## src/rtl/pipe_pkg.sv

```systemverilog
// pipe_pkg: skid-stage state encoding and occupancy-counter width helper.
package pipe_pkg;
  typedef enum logic [1:0] {
    SKID_EMPTY = 2'd0,
    SKID_HALF  = 2'd1,
    SKID_FULL  = 2'd2
  } skid_state_e;
  function automatic int cw_of(input int depth);
    return $clog2(2 * depth + 1);
  endfunction
endpackage

```

## src/rtl/pipe_skid_chain_if.sv

```systemverilog
// pipe_skid_chain_if: producer/consumer handshake bundle for pipe_skid_chain.
// stall_cnt exists only when PIPE_SKID_STAT_EN is defined.
interface pipe_skid_chain_if #(
  parameter int N  = 32,
  parameter int CW = 2
);
  logic          flush;
  logic          in_valid;
  logic          in_ready;
  logic [N-1:0]  in_data;
  logic          out_valid;
  logic          out_ready;
  logic [N-1:0]  out_data;
  logic [CW-1:0] occupancy;
`ifdef PIPE_SKID_STAT_EN
  logic [31:0]   stall_cnt;
  modport master (output flush, in_valid, in_data, out_ready,
                  input in_ready, out_valid, out_data, occupancy, stall_cnt);
  modport slave (input flush, in_valid, in_data, out_ready,
                 output in_ready, out_valid, out_data, occupancy, stall_cnt);
`else
  modport master (output flush, in_valid, in_data, out_ready,
                  input in_ready, out_valid, out_data, occupancy);
  modport slave (input flush, in_valid, in_data, out_ready,
                 output in_ready, out_valid, out_data, occupancy);
`endif
endinterface

```

## src/rtl/skid_slot.sv

```systemverilog
// skid_slot: one registered stage with main/skid regs; ready comes straight from the skid valid flop.
module skid_slot
  import pipe_pkg::*;
#(
  parameter int N = 32
) (
  input  logic         clk,
  input  logic         rst_n,
  input  logic         flush_i,
  input  logic         up_valid_i,
  input  logic [N-1:0] up_data_i,
  output logic         up_ready_o,
  output logic         dn_valid_o,
  input  logic         dn_ready_i,
  output logic [N-1:0] dn_data_o
);
  logic         m_v_q, m_v_d, s_v_q, s_v_d, acc, take;
  logic [N-1:0] m_q, m_d, s_q, s_d;
  skid_state_e  st;
  always_comb begin
    st    = s_v_q ? SKID_FULL : (m_v_q ? SKID_HALF : SKID_EMPTY);
    acc   = up_valid_i && !s_v_q;
    take  = m_v_q && dn_ready_i;
    m_v_d = !flush_i && ((st == SKID_EMPTY) ? acc : ((st == SKID_FULL) || acc || !take));
    s_v_d = !flush_i && ((st == SKID_FULL) ? !take : ((st == SKID_HALF) && acc && !take));
    m_d   = ((st == SKID_FULL) && take) ? s_q
          : (acc && ((st == SKID_EMPTY) || take)) ? up_data_i : m_q;
    s_d   = ((st == SKID_HALF) && acc && !take) ? up_data_i : s_q;
  end
  always_ff @(posedge clk or negedge rst_n)
    if (!rst_n) begin
      m_v_q <= 1'b0;
      s_v_q <= 1'b0;
      m_q   <= '0;
      s_q   <= '0;
    end else begin
      m_v_q <= m_v_d;
      s_v_q <= s_v_d;
      m_q   <= m_d;
      s_q   <= s_d;
    end
  assign up_ready_o = !s_v_q;
  assign dn_valid_o = m_v_q;
  assign dn_data_o  = m_q;
endmodule

```

## src/rtl/pipe_skid_chain.sv

```systemverilog
// pipe_skid_chain: DEPTH chained skid stages with flush and occupancy count.
// Define PIPE_SKID_STAT_EN to add the saturating stall_cnt output.
module pipe_skid_chain
  import pipe_pkg::*;
#(
  parameter int N     = 32,
  parameter int DEPTH = 1
) (
  input logic              clk,
  input logic              rst_n,
  pipe_skid_chain_if.slave bus
);
  localparam int CW = cw_of(DEPTH);
  logic [DEPTH:0] v, r;
  logic [N-1:0]   d [DEPTH+1];
  logic           in_xfer, out_xfer;
  logic [CW-1:0]  occ_q, occ_d;
  assign v[0]     = bus.in_valid;
  assign d[0]     = bus.in_data;
  assign r[DEPTH] = bus.out_ready;
  for (genvar i = 0; i < DEPTH; i++) begin : g_slot
    skid_slot #(.N(N)) u_slot (
      .clk        (clk),
      .rst_n      (rst_n),
      .flush_i    (bus.flush),
      .up_valid_i (v[i]),
      .up_data_i  (d[i]),
      .up_ready_o (r[i]),
      .dn_valid_o (v[i+1]),
      .dn_ready_i (r[i+1]),
      .dn_data_o  (d[i+1])
    );
  end
  // Flush blocks new input but lets the head drain in the same cycle.
  assign bus.in_ready  = r[0] && !bus.flush && rst_n;
  assign bus.out_valid = v[DEPTH];
  assign bus.out_data  = d[DEPTH];
  assign in_xfer  = bus.in_valid && bus.in_ready;
  assign out_xfer = v[DEPTH] && r[DEPTH];
  assign occ_d    = bus.flush ? '0 : occ_q + CW'(in_xfer) - CW'(out_xfer);
  always_ff @(posedge clk or negedge rst_n)
    if (!rst_n) occ_q <= '0;
    else occ_q <= occ_d;
  assign bus.occupancy = occ_q;
`ifdef PIPE_SKID_STAT_EN
  logic [31:0] stall_q, stall_d;
  assign stall_d = (v[DEPTH] && !r[DEPTH] && !(&stall_q)) ? stall_q + 32'd1 : stall_q;
  always_ff @(posedge clk or negedge rst_n)
    if (!rst_n) stall_q <= '0;
    else stall_q <= stall_d;
  assign bus.stall_cnt = stall_q;
`endif
endmodule
```

## src/flat_wrapper.sv

```systemverilog
// flat-port wrapper written by rule: the top's interface ports become plain ports
module pipe_skid_chain_flat import pipe_pkg::*;
#(
  parameter int N     = 32,
  parameter int DEPTH = 1
)
  (clk, rst_n, bus_flush, bus_in_valid, bus_in_data, bus_out_ready, bus_in_ready, bus_out_valid, bus_out_data, bus_occupancy);
  pipe_skid_chain_if #(.N(N)) bus_i ();
  input logic clk;
  input logic rst_n;
  input wire logic [$bits(bus_i.flush)-1:0] bus_flush;
  input wire logic [$bits(bus_i.in_valid)-1:0] bus_in_valid;
  input wire logic [$bits(bus_i.in_data)-1:0] bus_in_data;
  input wire logic [$bits(bus_i.out_ready)-1:0] bus_out_ready;
  output wire logic [$bits(bus_i.in_ready)-1:0] bus_in_ready;
  output wire logic [$bits(bus_i.out_valid)-1:0] bus_out_valid;
  output wire logic [$bits(bus_i.out_data)-1:0] bus_out_data;
  output wire logic [$bits(bus_i.occupancy)-1:0] bus_occupancy;
  assign bus_i.flush = bus_flush;
  assign bus_i.in_valid = bus_in_valid;
  assign bus_i.in_data = bus_in_data;
  assign bus_i.out_ready = bus_out_ready;
  assign bus_in_ready = bus_i.in_ready;
  assign bus_out_valid = bus_i.out_valid;
  assign bus_out_data = bus_i.out_data;
  assign bus_occupancy = bus_i.occupancy;
  pipe_skid_chain #(.N(N), .DEPTH(DEPTH)) u_core (.clk(clk), .rst_n(rst_n), .bus(bus_i));
endmodule
```

## config.mk

```make
export PLATFORM = sky130hd
export DESIGN_NAME = pipe_skid_chain_flat
export DESIGN_NICKNAME = d
export VERILOG_FILES = /design/src/rtl/pipe_pkg.sv /design/src/rtl/pipe_skid_chain_if.sv /design/src/rtl/skid_slot.sv /design/src/rtl/pipe_skid_chain.sv /design/src/flat_wrapper.sv
export SDC_FILE = /design/constraint.sdc
export NUM_CORES = 1
export LEC_CHECK = 0
export ABC_AREA = 1
export CAP_MARGIN = 20
export CORE_AREA = 2 2 80 113
export CTS_CLUSTER_SIZE = 30
export DETAILED_ROUTE_END_ITERATION = 6
export DIE_AREA = 0 0 82 115
export PLACE_DENSITY = 0.66
export RECOVER_POWER = 25
export SYNTH_ARGS = -nofsm -noshare
export SYNTH_HDL_FRONTEND = slang
export SYNTH_HIERARCHICAL = 1
export SYNTH_SLANG_ARGS = --single-unit
```

## constraint.sdc

```tcl
create_clock -name clk -period 2.8 [get_ports clk]
set_input_delay 0.7 -clock clk [delete_from_list [all_inputs] [get_ports clk]]
set_output_delay 0.7 -clock clk [all_outputs]
set_load 0.02 [all_outputs]
```

==> results.md <==
- Placement row count: 40
- Hold WC Path Type: reg2reg
- Top post-synthesis cells by area: dfrtp_1 (50%), nand2_1 (24%), nand4_1 (5.9%)
- Failing checks: max-capacitance violations, max-slew violations
- CTS root buffer: clkbuf_16
- WP buf/inv: 2
- Slowest cell on the critical path: clkdlybuf4s50_1
- Bufs on Longest Clock Path: 2
- Rel. slew slack: -12.4%
- Levels on crit path: 3
- Die X: roughly 82 um
- FMAX: just under 400 MHz
- Ratio of cells with drive above 1 in the final layout: between 10 and 15%
- Skew-Pair Late Insertion Delay: 0.33 ns
- Slew Limit Fails: about 70
- Worst endpoint required time: 2.10 ns
- Vias: 2946
- # diodes: 0
- Peak VDD IR: 0.000330 V
- CTS tree: built
- Post-CTS Setup Bufs: 0
- Global-route wire length before repair: ~14000 um
- Htree depth: 3
- Largest net degree at the start of global routing: between 60 and 70
- Skew final: about 0.0052 ns
- Synthesized flop and latch total: 68
- EDFF count, synth: 0
- Most frequent CP cell: clkdlybuf4s50_1
- Crit path cell chain: clkdlybuf4s50_1 > nor2_1 > clkdlybuf4s50_1
- Clock-pin slew on the worst setup and hold paths: 0.06 ns
- Final worst path period need: around 2.6 ns
- Async SR Flop Fraction: 100%
- Pleak: 2.27 nW
- Core ar.: about 8400 um2
- Post-detailed-route count of antenna-violating nets: 0
- Register area share after synthesis: 50.2%
- Worst reg2reg path endpoint: u_core/g_slot[0].u_slot/s_q[4]$_DFFE_PN0P_
- R2r startpoint: u_core/g_slot[0].u_slot/dn_valid_o$_DFF_PN0_
- Nets: 526
- Crit Path Category: in2out
- GRT Total Usage: 19.3%
- Post-synth top flop: dfrtp_1
- # IOs: 73
- Synth area leader: dfrtp_1
- Max_cap viols: 1
- Initial antenna violation count: 0
- Port Buffers: 72
- Initial core utilization: roughly two fifths
- Final worst-path cycle share: around 92%
- Critical path origin: bus_flush
- Post-synth top area share: about half
- Hold_buf cts: 0
- Cts repair resizes: 0
- Worst Setup End Kind: output port
- Startpoint type of the worst setup path: input port
- Post-Route WL: about 8300 um
- Detailed placer's ending HPWL: about 5200 um
- Initial DRT Pass Iterations: 4
- Num CTS Buffers: 9
- Avg Inst Size Synth: around 8.0 um2
- Fin cells: between 500 and 600
- Max stage delay on crit path: 0.62 ns
- Starting DRT DRC Count: 209
- Placed Cells: roughly 580
- Worst Setup EP: bus_in_ready
- Data arrival, critical path: between 1.5 and 2 ns
- Setup TNS: 0 ns
- Clock Sinks: between 60 and 70
- Unrepaired setup endpoints after global routing: false
- Die height: 115 um
- Via density: between 4 and 5
- Tightest Pin Transition: 1.69 ns
- Yosys cell types: 19
- Reg2reg setup slack: 1.05 ns
- Synth Instances: about 420
- Number of global-route vias before repair: approximately 2900
- Power Dens Cells: 672 nW/um2
- Mapped Area: 3390 um2
- DRC Markers: 0
- Syn_nets: approximately 460
- GRT Residual Overflow: 0
- Worst-path maximum fanout: 2
- GPL Wtd Cong: between 0.7 and 0.8
- Fin. Hold Viols: 0
- Top-count cell post-synth: nand2_1
- Reg2reg path depth: 6
- DIE AREA: 9430 um2
- Routed WL per cell: about 14 um
- Filler cells: 840
- Commonest cells post-synth: nand2_1 (221), dfrtp_1 (68), nand3_1 (33)
- Warnings, synthesis: 6
- Final setup viols: 0
- Area Overhead vs Synth: 29.3%
- Crit path max-delay family: buffers and inverters
- Outcome: finished with violations
area by class of cell:
type	instances	area [um2]	share of cell area [%]
Clock buffer	11	233	5.31
Clock inverter	3	40.0	0.914
Tap cell	105	131	3.00
Timing Repair Buffer	83	811	18.5
Inverter	12	45.0	1.03
Sequential cell	68	1700	38.8
Multi-Input combinational cell	313	1420	32.4
per-layer routing:
metal	global-route usage (%)	wire length, um
met1	24.8	3560
met2	29.7	4110
met3	5.34	406
met4	9.44	260
met5	0	0
sequential cells by signal, indices dropped and copies added, names as in the netlist:
| register | flops |
|---|---|
| u_core/g_slot.u_slot/s_v_q | 1 |
| u_core/g_slot.u_slot/s_q | 32 |
| u_core/g_slot.u_slot/dn_data_o | 32 |
| u_core/bus.occupancy | 2 |
| u_core/g_slot.u_slot/dn_valid_o | 1 |
power by group:
group          switching [mW]  leakage, nW  internal (mW)
Sequential             0.0948        0.847           1.15
Clock                   0.397        0.135          0.676
Combinational           0.346         1.29          0.275
through the flow:
step	setup slack (ns)	hold WS, ns	instance area [um2]	util (%)	total power [mW]
2_1_floorplan	0.858	0.404	3390	-	1.61
3_3_place_gp	0.227	0.453	4110	48.9	1.88
3_5_place_dp	0.211	0.459	4110	48.9	1.89
4_1_cts	0.208	0.471	4390	52.2	2.97
5_1_grt	0.186	0.491	4380	52.1	3.10
6_report	0.218	0.470	4380	52.1	2.94
placed cells by master, fill, tap and decap left out, drive strengths merged:
master         netlist  layout
nand2              236     236
clkdlybuf4s50        0      71
dfrtp               68      68
nand3               35      35
nand4               32      32
clkbuf               0      13
inv                 12      12
buf                 30      10
nor2                 6       6
clkinv               0       2
ha                   2       2
bufinv               0       1
a21oi                1       1
nor3b                1       1
logic make-up after synthesis:
family	share of synthesized area [%]
AND/OR/NAND/NOR	41.0
buffers and inverters	7.90
adder cells (fa/ha/maj)	0.738
AO/OA/AOI/OAI	0.147
flip-flops	50.2
worst min-delay path, delay by kind of cell, from the launching register on:
| kind | cells | cell delay [ns] |
|---|---|---|
| flip-flops | 1 | 0.34 |
| AND/OR/NAND/NOR | 2 | 0.09 |
worst min-delay path by stage:
stage / start / end / slack [ns] / cells past startpoint
2_1_floorplan: rst_n / u_core/bus.occupancy[0]$_DFF_PN0_ / 0.40 / 0
3_3_place_gp: u_core/g_slot[0].u_slot/s_q[30]$_DFFE_PN0P_ / u_core/g_slot[0].u_slot/s_q[30]$_DFFE_PN0P_ / 0.45 / 2
3_5_place_dp: u_core/g_slot[0].u_slot/s_q[6]$_DFFE_PN0P_ / u_core/g_slot[0].u_slot/s_q[6]$_DFFE_PN0P_ / 0.46 / 2
4_1_cts: u_core/g_slot[0].u_slot/s_q[30]$_DFFE_PN0P_ / u_core/g_slot[0].u_slot/s_q[30]$_DFFE_PN0P_ / 0.47 / 2
5_1_grt: u_core/g_slot[0].u_slot/dn_data_o[12]$_DFFE_PN0P_ / u_core/g_slot[0].u_slot/dn_data_o[12]$_DFFE_PN0P_ / 0.49 / 2
6_report: u_core/g_slot[0].u_slot/s_q[6]$_DFFE_PN0P_ / u_core/g_slot[0].u_slot/s_q[6]$_DFFE_PN0P_ / 0.47 / 2
(Power assumes the default switching activity.)
